### src/rtl/wave_slot_scheduler.sv
`default_nettype none
// ============================================================================
//  Module      : wave_slot_scheduler
//  Description : Round-robin time-slot arbiter that hands a shared PWM output
//                to one of four waveform sources (square, sawtooth, triangle,
//                constant-half) for CYCLES_PER_GRANT full waveform cycles.
//  Revision    : 1.0 - initial release
// ============================================================================
module wave_slot_scheduler #(
  parameter int unsigned CYCLES_PER_GRANT = 1
) (
  input  logic       sysclk,
  input  logic       rst,
  input  logic [3:0] Enable_SW,
  output logic [3:0] Grant,
  output logic [6:0] Duty_Cycle,
  output logic       Pulse,
  output logic       Busy,
  output logic       Done
);

  localparam logic [0:0] c_st_idle   = 1'b0;
  localparam logic [0:0] c_st_run    = 1'b1;
  localparam logic [3:0] c_last_slot = 4'(CYCLES_PER_GRANT - 1);

  logic [0:0] r_state;
  logic [5:0] r_cnt;
  logic [5:0] r_idx;
  logic [3:0] r_slot;
  logic [1:0] r_last;
  logic [3:0] r_grant;

  logic       w_win_valid;
  logic [1:0] w_win_idx;
  logic       w_wce;
  logic       w_se;
  logic [6:0] w_duty;

  // Round-robin winner: the lowest k in 1..4 with Enable_SW[last+k] set wins,
  // so the loop runs from k=4 down and the final overwrite has priority.
  always_comb begin
    w_win_valid = 1'b0;
    w_win_idx   = r_last;
    for (int k = 4; k >= 1; k--) begin
      if (Enable_SW[r_last + 2'(k)]) begin
        w_win_valid = 1'b1;
        w_win_idx   = r_last + 2'(k);
      end
    end
  end

  // Waveform-cycle end and slot end, decoded straight from the registers.
  assign w_wce = (r_state == c_st_run) && (r_cnt == 6'd63) && (r_idx == 6'd63);
  assign w_se  = w_wce && (r_slot == c_last_slot);

  // Duty value chosen by the current owner's waveform at phase index idx.
  always_comb begin
    w_duty = 7'd0;
    case (r_grant)
      4'b0001: w_duty = ((r_idx >= 6'd16) && (r_idx <= 6'd47)) ? 7'd64 : 7'd0;
      4'b0010: w_duty = {1'b0, r_idx};
      4'b0100: w_duty = (r_idx < 6'd32) ? {r_idx, 1'b0} : {(6'd63 - r_idx), 1'b1};
      4'b1000: w_duty = 7'd32;
      default: w_duty = 7'd0;
    endcase
  end

  // Scheduler state: PWM/phase/slot counters, ownership and round-robin pointer.
  always_ff @(posedge sysclk or posedge rst) begin
    if (rst) begin
      r_state <= c_st_idle;
      r_cnt   <= 6'd0;
      r_idx   <= 6'd0;
      r_slot  <= 4'd0;
      r_last  <= 2'd3;
      r_grant <= 4'd0;
    end else begin
      case (r_state)
        c_st_idle: begin
          r_cnt  <= 6'd0;
          r_idx  <= 6'd0;
          r_slot <= 4'd0;
          if (w_win_valid) begin
            r_state <= c_st_run;
            r_grant <= 4'b0001 << w_win_idx;
            r_last  <= w_win_idx;
          end else begin
            r_grant <= 4'd0;
          end
        end
        default: begin
          // cnt and idx wrap naturally to 0 at slot end, so the next slot
          // starts on the following clock with no gap.
          r_cnt <= r_cnt + 6'd1;
          if (r_cnt == 6'd63) begin
            r_idx <= r_idx + 6'd1;
          end
          if (w_wce) begin
            if (w_se) begin
              r_slot <= 4'd0;
              if (w_win_valid) begin
                r_grant <= 4'b0001 << w_win_idx;
                r_last  <= w_win_idx;
              end else begin
                r_state <= c_st_idle;
                r_grant <= 4'd0;
              end
            end else begin
              r_slot <= r_slot + 4'd1;
            end
          end
        end
      endcase
    end
  end

  assign Grant      = r_grant;
  assign Busy       = (r_state == c_st_run);
  assign Done       = w_se;
  assign Duty_Cycle = w_duty;
  assign Pulse      = Busy && ({1'b0, r_cnt} < w_duty);

endmodule
`default_nettype wire

### config.mk
export PLATFORM = sky130hd
export DESIGN_NAME = wave_slot_scheduler
export DESIGN_NICKNAME = d
export VERILOG_FILES = /design/src/rtl/wave_slot_scheduler.sv
export SDC_FILE = /design/constraint.sdc
export NUM_CORES = 1
export LEC_CHECK = 0
export ABC_AREA = 1
export CAP_MARGIN = 10
export CORE_ASPECT_RATIO = 0.6
export CORE_MARGIN = 2
export CORE_UTILIZATION = 40
export DETAILED_ROUTE_END_ITERATION = 16
export SYNTH_ARGS = -nofsm -noshare
export SYNTH_HDL_FRONTEND = slang
export SYNTH_SLANG_ARGS = --single-unit
### constraint.sdc
create_clock -name sysclk -period 3.5 [get_ports sysclk]
set_input_delay 0.7 -clock sysclk [delete_from_list [all_inputs] [get_ports sysclk]]
set_output_delay 0.7 -clock sysclk [all_outputs]
set_load 0.01 [all_outputs]
* Word-level counts from Yosys, hierarchy flattened
Index checks and enable logic that the tools add are counted.
** Storage, ports and cells
- Bits in registers :: 23
- Input port bits :: 6
- Logic and storage cells :: 74
** Cells by class
- Add/sub/neg operators :: 7
- $lt $le $gt $ge :: 8
- Eq/ne operators :: 9
- Shifts and indexed selects :: 1
- Mux-type cells :: 36
- Reduce and logical (&&, ||, !) cells :: 7
** Operators with widths (number)
- $mux W4 :: 7
- $pmux W7 S4 :: 1
- $mux W6 :: 3
- $mux W2 :: 7
- $mux W7 :: 2
- $add A6 B1 Y6 const B :: 2
- $eq A6 B6 Y1 const B :: 2
- $lt A2 B3 Y1 const B :: 4
- $mux W1 :: 12
- $bmux W1 S2 :: 4
- $lt A6 B7 Y1 :: 1
- $ge A6 B5 Y1 const B :: 1
- $le A6 B6 Y1 const B :: 1
- $lt A6 B6 Y1 const B :: 1
- $sub A6 B6 Y6 const A :: 1
- $logic_and A1 B1 Y1 :: 5
- $add A2 B2 Y2 const B :: 2
- $add A4 B1 Y4 const B :: 1
- $eq A4 B1 Y1 const B :: 1
- $eq A4 B2 Y1 const B :: 1
- $eq A4 B3 Y1 const B :: 1
- $eq A4 B4 Y1 const B :: 1
- $logic_not A4 Y1 :: 1
- $ne A2 B1 Y1 const B :: 2
- 4 further kinds :: 4

* Logic depth before layout (Yosys ltp)
Gate-level depths: netlist of the first run.
- Depth in word-level cells :: 11
- Depth in mapped cells :: 12
- Gate-level depth less buffers :: 12

* Least setup slack after synthesis of the first run
No wires, ideal clock.
- Path kind :: register -> output
- Start point :: register r_grant[3] (netlist: Grant[3])
- End point :: output Pulse
- Arrival :: 1.885 ns
- Required time :: 2.800 ns
- Setup slack :: 0.915 ns
- Stages on the path, launching flop included :: 9
- Buffers on the path :: 0
- Path through :: dfrtp_1 -> nor2_1 -> nand3b_1 -> o21ai_0 -> inv_1 -> ha_1 -> a21oi_1 -> o21ai_0 -> a21oi_1
** Between the ends
- Longest elaborated chain between the ends :: 4
- Elaborated cells on any way between the ends :: 7
- Classes of those cells :: 1 x order compare; 4 x eq/ne; 1 x mux; 1 x reduce/logical
** RTL lines
- start: declaration :: line 31 : logic [3:0] r_grant;
- start signal: assignment :: line 85 : r_grant <= 4'b0001 << w_win_idx;
- start signal: assignment :: line 102 : r_grant <= 4'b0001 << w_win_idx;
- $eq A4 B4 Y1 (tied with other cells) :: line 59 : case (r_grant)
- $pmux W7 S4 (*) :: line 59
- named net Duty_Cycle[4] :: line 16 : output logic [6:0] Duty_Cycle,
- $lt A6 B7 Y1 (*) :: line 121 : assign Pulse = Busy && ({1'b0, r_cnt} < w_duty);
- $logic_and A1 B1 Y1 (*) :: line 121
- end: declaration :: line 17 : output logic Pulse,
Mark *: on every way through the listed nets, which the timed path passes. The rest lies on a longest branch.

* Worst setup path after layout of the first run
- Start point :: register r_grant[2] (netlist: Grant[2])
- End point :: output Pulse
** Between the ends
- Longest elaborated chain between the ends :: 4
- Elaborated cells on any way between the ends :: 7
- Classes of those cells :: 1 x order compare; 4 x eq/ne; 1 x mux; 1 x reduce/logical
** RTL lines (line)
- $eq A4 B4 Y1 (tied with other cells) :: 59
- $pmux W7 S4 (*) :: 59
- $lt A6 B7 Y1 (*) :: 121
- $logic_and A1 B1 Y1 (*) :: 121
Every way passes the cells marked *; elsewhere a longest branch is shown, timed or not.

==> results of run 1 <==
[cell usage in the layout, fill, tap and decap left out, types with 2 or more instances in the layout]
cell type         n
a21oi_1          10
clkbuf_8          3
clkdlybuf4s50_1  19
dfrtp_1          20
dfstp_2           2
ha_1             11
inv_1            33
inv_2             4
nand2_1          60
nand2_2           2
nand3_1          14
nand3_2           2
nand4_1           2
nor2_1           22
nor2_2            3
nor2_4            3
nor3_1            2
o21a_1            3
o21ai_0          15
o21ai_1           3
o22ai_1           3
xor2_1            4
[worst paths after layout]
path | startpoint | end | depth (start not counted)
setup / recovery | Grant[2] | Pulse | 9
hold / removal | r_cnt[0] | r_cnt[0] | 1
setup reg to reg | r_last[0] | Grant[3] | 11
hold reg to reg | r_cnt[0] | r_cnt[0] | 1
max in group asynchronous | rst | r_idx[5] | 2
min in group asynchronous | rst | r_idx[4] | 2
[per-layer routing]
metal | share of wire | GRT usage | wire (um) | up-vias
met4 | 0.0036 | 0.0231 | 13 | 0
met2 | 0.36 | 0.223 | 1320 | 37
li1 | - | - | - | 780
met1 | 0.57 | 0.284 | 2060 | 633
met5 | 0 | 0 | 0 | -
met3 | 0.067 | 0.0429 | 242 | 2
[metrics by stage]
step,hold WS [ns],setup WS (ns)
finish,0.500,0.193
global route,0.517,0.0197
CTS,0.504,0.0915
detailed placement,0.492,0.392
global placement,0.501,0.382
floorplan,0.455,0.915
[flip-flops by register name, summed over array words and instances (netlist names)]
name	count
r_slot	4
Busy	1
r_idx	6
r_cnt	6
Grant	4
r_last	2
[cell type report]
type | instances | area share
clock buffer | 4 | 0.0229
inverter | 37 | 0.0707
multi-input combinational | 168 | 0.479
sequential | 23 | 0.295
tap | 50 | 0.0318
timing repair buffer | 20 | 0.101
[worst register-to-register path, delay by kind of cell (launching register included)]
family | cells | cell delay [ns]
buf+inv | 1 | 0.12
flops | 1 | 0.65
simple gates | 10 | 0.80
[logic make-up (layout without fill, tap and decap cells)]
family,Yosys count,in the layout,share of synthesized area
adder cells (fa/ha/maj),11,11,0.0825
AO/OA/AOI/OAI,37,37,0.132
flip-flops,23,23,0.346
AND/OR/NAND/NOR,115,115,0.320
XOR/XNOR,5,5,0.0262
buffers and inverters,39,61,0.0929
[power by group]
group          switching (uW)  internal [uW]  total, uW
combinational            31.9           16.2       48.1
sequential               2.44            268        270
clock                    85.7           81.3        167
[repair_timing]
item	in CTS	in global routing
resized for setup	0	3
setup endpoints to repair	0	1
buffers inserted	0	0
==> impl_metrics.yaml, run 1 <==
yosys:
  synth_edf_count: 0
  synth_most_common_cell: "nand2_1"
  post_synth.cell_area_avg_um2: 7.26
  synth.top_cell.area_share: 0.315
  synth_area_leaders: "dfrtp_1 31%, nand2_1 13%, ha_1 8.2%"
  yosysUniqueCellTypes: 31
  async_flop_share: 1.00
  syn_nets: 247
  ys_seq_elements: 23
  syn_area_mm2: 0.00167
  netlist_top_cells_count: "60 x nand2_1, 33 x inv_1, 22 x nor2_1"
  syn_inst: 230
  yosysSeqAreaShare: 0.346
  synth_flop_cell: "dfrtp_1"
  synth_top_area_cell: "dfrtp_1"
  yosys_warnings: 0
final_layout:
  layout.area.seq_um2: 579
  nFillCells: 404
  layout.cells.non_filler: 302
  syn_to_final_growth_pct: 17.8
  final_util: 0.485
  n_antenna_cell: 0
  drive_gt1_frac: 0.103
  final_area_mm2: 0.00197
  multiInputGateArea_um2: 942
  finalNetCount: 270
global_routing:
  antenna_found_initial: 0
  grt_overflow: 0
  grt_pass1_vias: 1309
  grt_pass1_wl_um: 6240
  track_usage: 0.173
  grt_max_degree: 24
run_status:
  status: "complete, no violations"
power_and_ir_drop:
  peakVddDrop_mv: 0.173
  leakagePower_uw: 0.000984
  p_total_uw: 485
  p_per_area_mw_per_mm2: 247
place:
  dp_hpwl_um: 2870
  dpl-instance-area_mm2: 0.00191
  port_buffers: 19
  dp_cells: 298
  place_congestion: 0.874
setup_path:
  path_class: "flip-flop to output pin"
  start_kind: "flip-flop"
  path_cells: "nor2_1, nand3b_1, o21ai_1, inv_1, ha_1, a21oi_1, o21ai_0, a21oi_1, clkdlybuf4s50_1"
  cp_data_arrival_time_ns: 2.61
  crit_required_ns: 2.80
  cpMostUsedCell: "a21oi_1"
  critical_path_buf_inv_count: 2
  cp-end-kind: "output pin"
  reg2reg_setup_slack_ns: 1.84
  crit_path_top_delay_cell: "clkdlybuf4s50_1"
  crit_path_max_incr_delay_ns: 0.54
  cpLargestDelayFamily: "buffers and inverters"
  critPathMaxFanout: 6
sta:
  hold_viol_final: 0
  rsz0062_at_grt: "no"
  fmax_mhz: 302
  worstMarginPinSlew_ns: 0.909
  relSlewSlack: 0.393
  setup_tns_ns: 0
  fin_skew_ns: 0.00264
  fin_crit_ns: 3.31
  finalSetupViolations: 0
  slew_viol_final: 0
  post-route-period-util: 0.945
clocking:
  numCtsBuffers: 3
  cts_tree: "done"
  cts_sinks: 23
  clock-root-buffer: "clkbuf_8"
  clk_latency_ns: 0.26
  cts.htree.levels: 1
  cts_hold_buf: 0
  cts.reportedPaths.clkPinSlew_ns: 0.08
  clock_path_buffers: 2
routing:
  wl_um: 3630
  vias: 1452
  drt_first_pass_iters: 4
  detail_route.wl_per_cell_um: 12.0
  viasPerCell: 4.81
  route.detailed.drc: 0
  ant_nets: 0
  drt-initial-drc-count: 87
die:
  row_count: 18
  core_area_mm2: 0.00405
  die-height_um: 54.0
  start_util: 0.412
  ios: 20
  die_x_um: 87.4
  die_area_mm2: 0.00472
hold_path:
  hp-class: "flip-flop to flip-flop"
run:
  maxCapViolations: 0
No activity file was read; power rests on OpenSTA's default activity.
==> run 2: changes to the inputs <==
--- a/config.mk
+++ b/config.mk
@@ -9,8 +9,9 @@
 export CAP_MARGIN = 10
 export CORE_ASPECT_RATIO = 0.6
 export CORE_MARGIN = 2
-export CORE_UTILIZATION = 40
+export CORE_UTILIZATION = 45
 export DETAILED_ROUTE_END_ITERATION = 16
+export PLACE_DENSITY = 0.67
 export SYNTH_ARGS = -nofsm -noshare
 export SYNTH_HDL_FRONTEND = slang
 export SYNTH_SLANG_ARGS = --single-unit
==> run 2 against run 1 <==
  * Routed wire length down 0.52%
  * Via count grew 2.6%
  * Combinational power is 2% lower
  * Maximum frequency decreased by 0.23%
  * Critical endpoint unchanged
  * Highest routed layer unchanged
  * Worst setup slack lost 0.0076 ns
  * Sequential power barely moved
  * Critical path depth rose by 1
  * Register-to-register slack got worse by 0.02 ns
  * Critical path type unchanged
==> impl_metrics.yaml, run 2 (synthesis gave the netlist of run 1 again) <==
setup_path:
  critical_path_buf_inv_count: 4
  reg2reg_setup_slack_ns: 1.82
  crit_path_max_incr_delay_ns: 0.55
  cp-end-kind: "output pin"
  critPathMaxFanout: 9
  reg2reg_from: "r_last[0]"
  cpLargestDelayFamily: "buffers and inverters"
  crit_path_top_delay_cell: "clkdlybuf4s50_1"
  r2r-end: "Grant[3]"
  path_cells: "inv_2, ha_1, inv_1, o221ai_1, inv_1, ha_1, nand2_1, o21ai_0, a21oi_1, clkdlybuf4s50_1"
  start_kind: "flip-flop"
  cp_data_arrival_time_ns: 2.61
  reg2reg_depth: 9
  path_class: "flip-flop to output pin"
  crit_required_ns: 2.80
die:
  die-height_um: 51.2
  core_area_mm2: 0.00362
  die_area_mm2: 0.00423
  ios: 20
  start_util: 0.462
  die_x_um: 82.6
  row_count: 17
run_status:
  status: "complete, no violations"
global_routing:
  grt_pass1_vias: 1350
  grt_max_degree: 24
  track_usage: 0.199
  use_met2: 0.265
  use_met3: 0.0530
  grt_overflow: 0
  grt.busiest_layer: "met1"
  grt_pass1_wl_um: 6380
  grtUsageMet1: 0.320
  antenna_found_initial: 0
sta:
  post-route-period-util: 0.947
  fin_ws_ns: 0.186
  rsz0062_at_grt: "no"
  fmax_mhz: 302
  whs_ns: 0.517
  worstMarginPinSlew_ns: 0.900
  slew_viol_final: 0
  hold_viol_final: 0
  relSlewSlack: 0.400
  finalSetupViolations: 0
  fin_skew_ns: 0.00156
  setup_tns_ns: 0
  fin_crit_ns: 3.31
clocking:
  cts.htree.levels: 1
  cts_hold_buf: 0
  cts.reportedPaths.clkPinSlew_ns: 0.08
  clock_path_buffers: 2
  cts_tree: "done"
  cts_sinks: 23
  numCtsBuffers: 3
  clk_latency_ns: 0.27
  clock-root-buffer: "clkbuf_8"
hold_path:
  hp-start: "r_cnt[0]"
  hp-class: "flip-flop to flip-flop"
  min_to: "r_cnt[0]"
  whs_path_depth: 1
place:
  dpl-instance-area_mm2: 0.00190
  place_congestion: 0.855
  pre_cts_ws_ns: 0.407
  dp_hpwl_um: 2780
  port_buffers: 19
power_and_ir_drop:
  leakagePower_uw: 0.000987
  p_per_area_mw_per_mm2: 247
  p_total_uw: 483
  peakVddDrop_mv: 0.160
final_layout:
  n_antenna_cell: 0
  nFillCells: 359
  reg_top3: "r_cnt (6), r_idx (6)"
  drive_gt1_frac: 0.103
  finalNetCount: 270
  syn_to_final_growth_pct: 17.2
  final_area_mm2: 0.00196
  final_cell_mix: "60 x nand2_1, 33 x inv_1, 22 x nor2_1"
  mostFrequentLayoutCell: "nand2_1"
routing:
  drt_first_pass_iters: 4
  ant_nets: 0
  drt-initial-drc-count: 121
  route.detailed.drc: 0
  detail_route.wl_per_cell_um: 12.1
  viasPerCell: 4.98
  vias: 1490
  wl_um: 3610
run:
  maxCapViolations: 0
==> run 2: cell types whose count changed in the layout (fill, tap and decap cells not counted), sizes merged <==
cell    change
clkbuf      -1
clkinv      +1
==> run 2: worst reg2reg max path: stages, from the launching register on <==
cell and delay [ns]:
dfstp_2 0.65, inv_2 0.13, nand2_1 0.11, nand2_1 0.07
nand2_1 0.12, nand2_2 0.08, nor2_2 0.18, nor2_4 0.09
nand3_1 0.10, nand2_1 0.05
==> run 2: how the worst max path moves through the flow <==
stage | start | end | slack (ns) | depth (start not counted)
floorplan | Grant[3] | Pulse | 0.92 | 8
global placement | r_idx[5] | Pulse | 0.38 | 10
detailed placement | r_idx[5] | Pulse | 0.41 | 10
CTS | r_idx[5] | Pulse | 0.08 | 10
global route | r_idx[4] | Pulse | 0.02 | 10
finish | r_idx[5] | Pulse | 0.19 | 10
==> run 2: area by class of cell <==
class	instances	area, um2	share of cell area
Sequential cell	23	579	0.296
Timing Repair Buffer	20	198	0.101
Inverter	37	139	0.0710
Tap cell	47	58.8	0.0301
Multi-Input combinational cell	168	936	0.478
Clock buffer	3	41.3	0.0211
Clock inverter	1	5.00	0.00256
==> run 2: metal layers <==
metal  vias up  share of wire  routed length (um)
li1        781              -                   -
met1       679           0.55                1980
met2        28           0.39                1420
met3         2          0.055                 197
met4         0         0.0033                  12
met5         -              0                   0
==> run 2: per-stage QoR <==
stage | instances | util
after floorplan | 230 | -
after global placement | 294 | 0.526
after detailed placement | 294 | 0.526
after CTS | 298 | 0.539
after global routing | 299 | 0.541
final | 299 | 0.541
==> run 2: what timing repair did <==
item,4_1_cts,5_1_grt
setup buffers,0,1
setup endpoints to repair,0,1
resized for setup,0,2
==> run 2: power by group <==
| group | internal (uW) | switching (uW) | leakage, uW | total, uW |
|---|---|---|---|---|
| Clock | 79.6 | 86.6 | 0.0000255 | 166 |
| Sequential | 268 | 2.48 | 0.000272 | 270 |
| Combinational | 16.1 | 31.0 | 0.000689 | 47.1 |
